==> src/rtl/id_pkg.sv <==
// Shared definitions for the instruction-decode stage.
// Holds the default datapath sizes and the hazard-reason encoding used by
// the stall logic in id_stage_pipe.
package id_pkg;

  localparam int unsigned DATA_W_DEF = 32;
  localparam int unsigned REG_N_DEF  = 32;
  localparam int unsigned CTRL_W_DEF = 24;

  // Why the decode stage is refusing a new instruction this cycle.
  typedef enum logic [1:0] {
    HZ_NONE      = 2'd0,
    HZ_LOAD_USE  = 2'd1,
    HZ_RAW_NOFWD = 2'd2
  } hazard_e;

endpackage

==> src/rtl/regfile_wf.sv <==
// Register file with two combinational read ports and one write port.
// A read of the address being written in the same cycle returns the write
// data (write-through). Entry 0 always reads as zero and ignores writes.
// All entries clear asynchronously on reset.
//
// Ports:
//   clk, rst_n              clock, asynchronous active-low reset
//   i_we, i_waddr, i_wdata  write port
//   i_raddr_a / o_rdata_a   read port A
//   i_raddr_b / o_rdata_b   read port B
module regfile_wf #(
  parameter int unsigned DATA_W = 32,
  parameter int unsigned REG_N  = 32,
  localparam int unsigned AW    = $clog2(REG_N)
) (
  input  logic              clk,
  input  logic              rst_n,
  input  logic              i_we,
  input  logic [AW-1:0]     i_waddr,
  input  logic [DATA_W-1:0] i_wdata,
  input  logic [AW-1:0]     i_raddr_a,
  output logic [DATA_W-1:0] o_rdata_a,
  input  logic [AW-1:0]     i_raddr_b,
  output logic [DATA_W-1:0] o_rdata_b
);

  logic [DATA_W-1:0] r_mem [REG_N];

  always_ff @(posedge clk or negedge rst_n) begin
    if (!rst_n) begin
      for (int i = 0; i < REG_N; i++) begin
        r_mem[i] <= '0;
      end
    end else if (i_we && (i_waddr != '0)) begin
      r_mem[i_waddr] <= i_wdata;
    end
  end

  always_comb begin
    o_rdata_a = '0;
    if (i_raddr_a != '0) begin
      o_rdata_a = (i_we && (i_waddr == i_raddr_a)) ? i_wdata : r_mem[i_raddr_a];
    end
  end

  always_comb begin
    o_rdata_b = '0;
    if (i_raddr_b != '0) begin
      o_rdata_b = (i_we && (i_waddr == i_raddr_b)) ? i_wdata : r_mem[i_raddr_b];
    end
  end

endmodule

==> src/rtl/id_stage_pipe.sv <==
// Instruction-decode stage with the ID/EX pipeline register.
// Reads operands (MEM bypass > WB write-through > register array), detects
// load-use and, when forwarding is disabled, all RAW hazards, and inserts
// bubbles on stall, idle input or flush.
//
// Ports:
//   clk, rst_n                       clock, asynchronous active-low reset
//   in_valid / in_ready              IF/ID handshake
//   in_rs, in_rt, in_rd              register addresses of presented instruction
//   in_imm16, in_pc, in_ctrl         immediate, PC, opaque control bundle
//   in_is_load, in_uses_rt           load flag, rt-is-a-source flag
//   mem_regwr, mem_dst, mem_data     MEM-stage result for bypass
//   wb_regwr, wb_ovf, wb_dst, wb_data register-file write port
//   flush                            kill ID and ID/EX contents
//   out_*                            registered ID/EX fields
module id_stage_pipe import id_pkg::*; #(
  parameter int unsigned DATA_W = DATA_W_DEF,
  parameter int unsigned REG_N  = REG_N_DEF,
  parameter int unsigned CTRL_W = CTRL_W_DEF,
  parameter int unsigned FWD_EN = 1,
  localparam int unsigned AW    = $clog2(REG_N)
) (
  input  logic              clk,
  input  logic              rst_n,
  input  logic              in_valid,
  output logic              in_ready,
  input  logic [AW-1:0]     in_rs,
  input  logic [AW-1:0]     in_rt,
  input  logic [AW-1:0]     in_rd,
  input  logic [15:0]       in_imm16,
  input  logic [DATA_W-1:0] in_pc,
  input  logic [CTRL_W-1:0] in_ctrl,
  input  logic              in_is_load,
  input  logic              in_uses_rt,
  input  logic              mem_regwr,
  input  logic [AW-1:0]     mem_dst,
  input  logic [DATA_W-1:0] mem_data,
  input  logic              wb_regwr,
  input  logic              wb_ovf,
  input  logic [AW-1:0]     wb_dst,
  input  logic [DATA_W-1:0] wb_data,
  input  logic              flush,
  output logic              out_valid,
  output logic [DATA_W-1:0] out_busA,
  output logic [DATA_W-1:0] out_busB,
  output logic [DATA_W-1:0] out_imm32,
  output logic [DATA_W-1:0] out_pc,
  output logic [AW-1:0]     out_rd,
  output logic [AW-1:0]     out_rt,
  output logic [CTRL_W-1:0] out_ctrl,
  output logic              out_is_load
);

  localparam bit FwdOn = (FWD_EN != 0);

  logic              r_valid;
  logic [DATA_W-1:0] r_busa;
  logic [DATA_W-1:0] r_busb;
  logic [DATA_W-1:0] r_imm;
  logic [DATA_W-1:0] r_pc;
  logic [AW-1:0]     r_rd;
  logic [AW-1:0]     r_rt;
  logic [CTRL_W-1:0] r_ctrl;
  logic              r_is_load;

  logic              w_rf_we;
  logic [DATA_W-1:0] w_rf_a;
  logic [DATA_W-1:0] w_rf_b;
  logic              w_byp_a;
  logic              w_byp_b;
  logic [DATA_W-1:0] w_opa;
  logic [DATA_W-1:0] w_opb;
  logic [DATA_W-1:0] w_imm_ext;
  logic [AW-1:0]     w_idex_dst;
  logic              w_load_use;
  logic              w_raw_ex;
  logic              w_raw_mem;
  hazard_e           w_reason;
  logic              w_stall;
  logic              w_take;

  // An overflowing result must not reach the architectural state.
  assign w_rf_we = wb_regwr & ~wb_ovf;

  regfile_wf #(
    .DATA_W (DATA_W),
    .REG_N  (REG_N)
  ) u_rf (
    .clk       (clk),
    .rst_n     (rst_n),
    .i_we      (w_rf_we),
    .i_waddr   (wb_dst),
    .i_wdata   (wb_data),
    .i_raddr_a (in_rs),
    .o_rdata_a (w_rf_a),
    .i_raddr_b (in_rt),
    .o_rdata_b (w_rf_b)
  );

  // MEM bypass has priority over the write-through already done in the file.
  assign w_byp_a = FwdOn && mem_regwr && (mem_dst != '0) && (mem_dst == in_rs);
  assign w_byp_b = FwdOn && mem_regwr && (mem_dst != '0) && (mem_dst == in_rt);
  assign w_opa   = w_byp_a ? mem_data : w_rf_a;
  assign w_opb   = w_byp_b ? mem_data : w_rf_b;

  assign w_imm_ext = DATA_W'($signed(in_imm16));

  // Loads write rt; every other instruction carries its destination in rd
  // (the decoder routes rt into rd for immediate forms).
  assign w_idex_dst = r_is_load ? r_rt : r_rd;

  assign w_load_use = r_valid && r_is_load && (r_rt != '0) &&
                      ((r_rt == in_rs) || (in_uses_rt && (r_rt == in_rt)));
  assign w_raw_ex   = r_valid && (w_idex_dst != '0) &&
                      ((w_idex_dst == in_rs) || (in_uses_rt && (w_idex_dst == in_rt)));
  assign w_raw_mem  = mem_regwr && (mem_dst != '0) &&
                      ((mem_dst == in_rs) || (in_uses_rt && (mem_dst == in_rt)));

  always_comb begin
    w_reason = HZ_NONE;
    if (in_valid) begin
      if (w_load_use) begin
        w_reason = HZ_LOAD_USE;
      end else if (!FwdOn && (w_raw_ex || w_raw_mem)) begin
        w_reason = HZ_RAW_NOFWD;
      end
    end
  end

  // Flush wins over any stall raised in the same cycle.
  assign w_stall  = (w_reason != HZ_NONE) && !flush;
  assign in_ready = !w_stall || !rst_n;
  assign w_take   = in_valid && !w_stall && !flush;

  always_ff @(posedge clk or negedge rst_n) begin
    if (!rst_n) begin
      r_valid   <= 1'b0;
      r_busa    <= '0;
      r_busb    <= '0;
      r_imm     <= '0;
      r_pc      <= '0;
      r_rd      <= '0;
      r_rt      <= '0;
      r_ctrl    <= '0;
      r_is_load <= 1'b0;
    end else if (w_take) begin
      r_valid   <= 1'b1;
      r_busa    <= w_opa;
      r_busb    <= w_opb;
      r_imm     <= w_imm_ext;
      r_pc      <= in_pc;
      r_rd      <= in_rd;
      r_rt      <= in_rt;
      r_ctrl    <= in_ctrl;
      r_is_load <= in_is_load;
    end else begin
      // Bubble: fully zeroed so no downstream enable in the control bundle fires.
      r_valid   <= 1'b0;
      r_busa    <= '0;
      r_busb    <= '0;
      r_imm     <= '0;
      r_pc      <= '0;
      r_rd      <= '0;
      r_rt      <= '0;
      r_ctrl    <= '0;
      r_is_load <= 1'b0;
    end
  end

  assign out_valid   = r_valid;
  assign out_busA    = r_busa;
  assign out_busB    = r_busb;
  assign out_imm32   = r_imm;
  assign out_pc      = r_pc;
  assign out_rd      = r_rd;
  assign out_rt      = r_rt;
  assign out_ctrl    = r_ctrl;
  assign out_is_load = r_is_load;

endmodule

==> config.mk <==
export PLATFORM = sky130hd
export DESIGN_NAME = id_stage_pipe
export DESIGN_NICKNAME = d
export VERILOG_FILES = /design/src/rtl/id_pkg.sv /design/src/rtl/regfile_wf.sv /design/src/rtl/id_stage_pipe.sv
export SDC_FILE = /design/constraint.sdc
export NUM_CORES = 2
export LEC_CHECK = 0
export BUFFER_PORTS_ARGS = -buffer_cell sky130_fd_sc_hd__buf_4
export CAP_MARGIN = 20
export CORE_AREA = 2 2 337 339
export DETAILED_ROUTE_END_ITERATION = 10
export DIE_AREA = 0 0 339 341
export PLACE_DENSITY_LB_ADDON = 0.15
export SKIP_LAST_GASP = 1
export SLEW_MARGIN = 0
export SYNTH_ARGS = -nofsm -noshare
export SYNTH_HDL_FRONTEND = slang
export SYNTH_SLANG_ARGS = --single-unit
==> constraint.sdc <==
create_clock -name clk -period 2.65 [get_ports clk]
set_input_delay 0.3975 -clock clk [delete_from_list [all_inputs] [get_ports clk]]
set_output_delay 0.3975 -clock clk [all_outputs]
set_load 0.02 [all_outputs]
==> flow_results.org <==
** Status
- Status :: finished clean

** Setup path
- Cell Chain, Critical Path :: or3_1, o311a_1, nand4_1, buf_4
- The worst setup path is launched from a flop.
- In this run the worst path has a maximum fanout of 4.
- Data on the critical path is required at its endpoint by 2.25 ns.
- Among all stages on the critical path, the largest delay is contributed by sky130_fd_sc_hd__dfrtp_1.
- Type of element capturing the critical path :: output pin
- Together, buffers and inverters on the worst path number 1.
- For this run, the slowest stage of the critical path takes 0.44 ns.
- CP delay by family, top :: simple AND/OR/NAND/NOR gates
- Setup Crit Path Kind :: flop to output pin
- Arrival time at the worst endpoint :: 2.15 ns

** GRT
- Grt total ovfl :: 0
- Wire length of the first global-routing pass :: 314,000 um
- Entering global routing, the biggest net connects 85 pins.
- The via count of the first global-routing pass came to 45,400.
- Global routing used 37.2% of the available tracks.
- The number of antenna violations at the first check in global routing was 6.

** Drt
- Using the TritonRoute via totals, the vias-per-cell ratio works out to 6.70.
- The detailed router finished its first iteration with 4,717 violations.
- For this block, the via count after detailed routing is 44,500.
- DRC errors left :: 0
- Iteration count of the initial detailed-routing pass :: 6
- Once detail routing completed, the nets flagged for antenna violations numbered 0.
- Wires add up to 215,000 um.
- After detailed routing, the average wire length per cell comes to 32.4 um.

** Yosys
- Area of the mapped netlist :: 61,300 um^2
- Proportion of synthesized flip-flops having asynchronous set or reset :: 100%
- Total number of yosys warnings :: 0
- Count of cell types in the netlist :: 62
- In this run, synthesis produced a sequential element count of 1,172.
- EDFF count, synth :: 0
- Synthesis produced 4,555 cells.
- Sequential-to-total area share from yosys stat :: 47.8%
- Dominant synthesized flop cell :: sky130_fd_sc_hd__dfrtp_1
- Net count of the mapped netlist :: 4,725
- Fraction of synthesized cell area taken by the top area cell type :: 47.8%
- Ranked by total cell area, the synthesized netlist is headed by sky130_fd_sc_hd__dfrtp_1 (48%), sky130_fd_sc_hd__mux2_2 (19%), sky130_fd_sc_hd__mux4_2 (10%).
- Cell taking the most area after synthesis :: sky130_fd_sc_hd__dfrtp_1
- After synthesis, the mean cell area works out to 13.5 um^2.

** Clock network
- In this run, CTS created clock tree buffers numbering 132.
- Clock slew at reported path FFs :: 0.06 ns
- Clock tree synthesis found a total of 1,172 sinks.
- TritonCTS clock tree :: done
- The H-tree generated during clock tree synthesis spans 4 levels.
- Clock Tree Root :: sky130_fd_sc_hd__clkbuf_16
- Later-pin clock latency in the skew report :: 0.76 ns
- Clk buf depth :: 3

** Placement
- The count of buffers added on input and output ports is 334.
- Post-detailed-placement cell area :: 67,900 um^2
- OpenSTA, run right after detailed placement, puts the worst setup slack at -0.349 ns.
- Count of placed standard cells including taps :: 6,292
- Final Wtd Congestion :: 0.898
- HPWL Detailed :: 139,000 um

** Power and ir drop
- Across the VDD grid, the largest voltage drop is 0.000644 V.
- Power consumption :: 48.6 mW
- Summed over all cells, the static leakage comes to 34.4 nW.
- Power density normalized to cell area :: 662 nW/um^2

** Timing
- Hold WS :: 0.0852 ns
- Min setup slack post-route :: 0.0987 ns
- Worst setup skew after layout :: 0.0329 ns
- Setup repair after global routing left no endpoint under its margin.
- Setup Total Neg Slack :: 0 ns
- The worst path needs 2.55 ns of the cycle, external delays included.
- The worst path uses 96.3% of the clock period.
- Max-slew headroom :: 35.5%
- Setup violations remaining at the end of the flow were counted as 0.
- Based on the critical path, the design can be clocked at up to 392 MHz.
- At the pin with the least slew margin, the transition time is 0.942 ns.
- The final number of max-transition violations is 0.
- Number of hold violations in the final report :: 0

** Finish
- Compared with the post-synthesis result, the final layout area differs by 19.8%.
- Commonest non-fill, non-tap cells in the layout :: sky130_fd_sc_hd__dfrtp_1 (1,172), sky130_fd_sc_hd__mux2_2 (1,047), sky130_fd_sc_hd__buf_4 (610), sky130_fd_sc_hd__mux2i_1 (412), sky130_fd_sc_hd__mux4_2 (283)
- The finished cells cover 73,400 um^2.
- In the final design database the tool counted 5,214 nets.
- Most common cell after layout, fill and taps aside :: sky130_fd_sc_hd__dfrtp_1
- Post-route core utilization :: 65.6%
- FILL cells :: 8,211
- Once layout is complete, the cells apart from fillers number 6,639.
- Cells with a size suffix above 1 make up 45.2% of the layout.

** Floorplan
- From bottom edge to top edge, the die measures 341 um.
- Number of placement rows :: 123
- Die Footprint :: 116,000 um^2
- Standard cell core area :: 112,000 um^2
- The initial utilization of the core area, before any placement, comes to 54.8%.
- Number of I/O pins :: 335
- From left edge to right edge, the die measures 339 um.

** Worst hold path
- Type of the worst min-delay path :: input port to flop

** Run
- Max-cap violations in this run came to 0.
==> power breakdown <==
part | total (mW) | switching (mW) | internal (mW) | leakage (nW)
clock network | 18.7 | 7.48 | 11.3 | 2.16
logic | 8.26 | 3.77 | 4.49 | 16.6
registers | 21.6 | 1.62 | 20.0 | 15.6
==> cell type report <==
cell class                      count  area [um^2]  share of cell area, %
Antenna cell                        3         7.51                 0.0102
Clock buffer                      198         3970                   5.40
Clock inverter                     28          408                  0.555
Inverter                           21         78.8                  0.107
Multi-Input combinational cell   2867        29500                   40.2
Sequential cell                  1172        29300                   39.9
Tap cell                         1500         1880                   2.56
Timing Repair Buffer              850         8240                   11.2
==> registers in the layout, indices dropped and copies added (netlist names), 5 cells and up <==
name	flops
u_rf.r_mem	1024
out_pc	32
out_rt	5
out_rd	5
out_imm32	16
out_busB	32
out_busA	32
out_ctrl	24
==> layer usage <==
metal | routed length [um] | global-route usage [%] | up-vias | part of all wire, %
met1 | 84300 | 49.2 | 23400 | 39
met2 | 98200 | 57.2 | 2425 | 46
li1 | - | - | 18000 | -
met4 | 11400 | 18.0 | 8 | 5.3
met5 | 44 | 0 | - | 0.020
met3 | 20900 | 9.80 | 624 | 9.7
==> cell families (layout without fill, tap and decap cells) <==
kind of cell / Yosys count / after routing / synth area share, %
mux: 1760 / 1760 / 36.9
compound gates: 522 / 522 / 5.95
buf+inv: 516 / 1097 / 4.40
other cells: 0 / 3 / 0
simple gates: 555 / 555 / 4.49
flops: 1172 / 1172 / 47.8
xor+xnor: 30 / 30 / 0.429
==> Yosys cell counts (3+ instances only) <==
cell,n
sky130_fd_sc_hd__a221oi_1,11
sky130_fd_sc_hd__nand2_1,187
sky130_fd_sc_hd__o21ai_0,62
sky130_fd_sc_hd__o2bb2ai_1,5
sky130_fd_sc_hd__nand3b_1,6
sky130_fd_sc_hd__buf_8,16
sky130_fd_sc_hd__buf_2,120
sky130_fd_sc_hd__inv_1,20
sky130_fd_sc_hd__o211ai_1,16
sky130_fd_sc_hd__buf_12,7
sky130_fd_sc_hd__nand3_1,37
sky130_fd_sc_hd__mux2_2,1047
sky130_fd_sc_hd__a22o_1,72
sky130_fd_sc_hd__and3b_1,5
sky130_fd_sc_hd__clkbuf_1,229
sky130_fd_sc_hd__and3_1,4
sky130_fd_sc_hd__a31oi_1,40
sky130_fd_sc_hd__xnor2_1,18
sky130_fd_sc_hd__nor3_1,39
sky130_fd_sc_hd__nor2_1,94
sky130_fd_sc_hd__nor4_1,3
sky130_fd_sc_hd__a211oi_1,20
sky130_fd_sc_hd__o32ai_1,28
sky130_fd_sc_hd__mux2_1,9
sky130_fd_sc_hd__nor2b_1,14
sky130_fd_sc_hd__nor3b_1,10
sky130_fd_sc_hd__mux4_2,283
sky130_fd_sc_hd__o22ai_1,74
sky130_fd_sc_hd__a22oi_1,108
sky130_fd_sc_hd__mux4_1,9
sky130_fd_sc_hd__a21oi_1,62
sky130_fd_sc_hd__dfrtp_1,1172
sky130_fd_sc_hd__and2_1,96
sky130_fd_sc_hd__buf_6,18
sky130_fd_sc_hd__mux2i_1,412
sky130_fd_sc_hd__nand4_1,30
sky130_fd_sc_hd__buf_1,56
sky130_fd_sc_hd__xor2_1,12
sky130_fd_sc_hd__or3_1,6
sky130_fd_sc_hd__or2_2,4
sky130_fd_sc_hd__nand2b_1,11
sky130_fd_sc_hd__a211o_1,5
sky130_fd_sc_hd__buf_4,49
==> repair_timing <==
item	CTS	global route
hold buffers	110	0
endpoints found under the setup margin	21	1
pin swaps	2	1
hold endpoints to repair	179	0
setup buffers	6	1
gates resized for setup	1	0
==> worst paths after layout <==
path                       slack [ns]  depth (start not counted)                           to                   startpoint
min in group asynchronous        0.20                          2       out_imm32[7]$_DFF_PN0_                        rst_n
min reg2reg                      0.40                          0  u_rf.r_mem[996]$_DFFE_PN0P_  u_rf.r_mem[996]$_DFFE_PN0P_
min                              0.09                          2          out_rt[2]$_DFF_PN0_                     in_rt[2]
max                               0.1                          4                     in_ready          out_rt[2]$_DFF_PN0_
max in group asynchronous        1.29                          4  u_rf.r_mem[710]$_DFFE_PN0P_                        rst_n
max reg2reg                      0.25                         12       out_busA[18]$_DFF_PN0_          out_rt[0]$_DFF_PN0_
(Power assumes the default switching activity.)
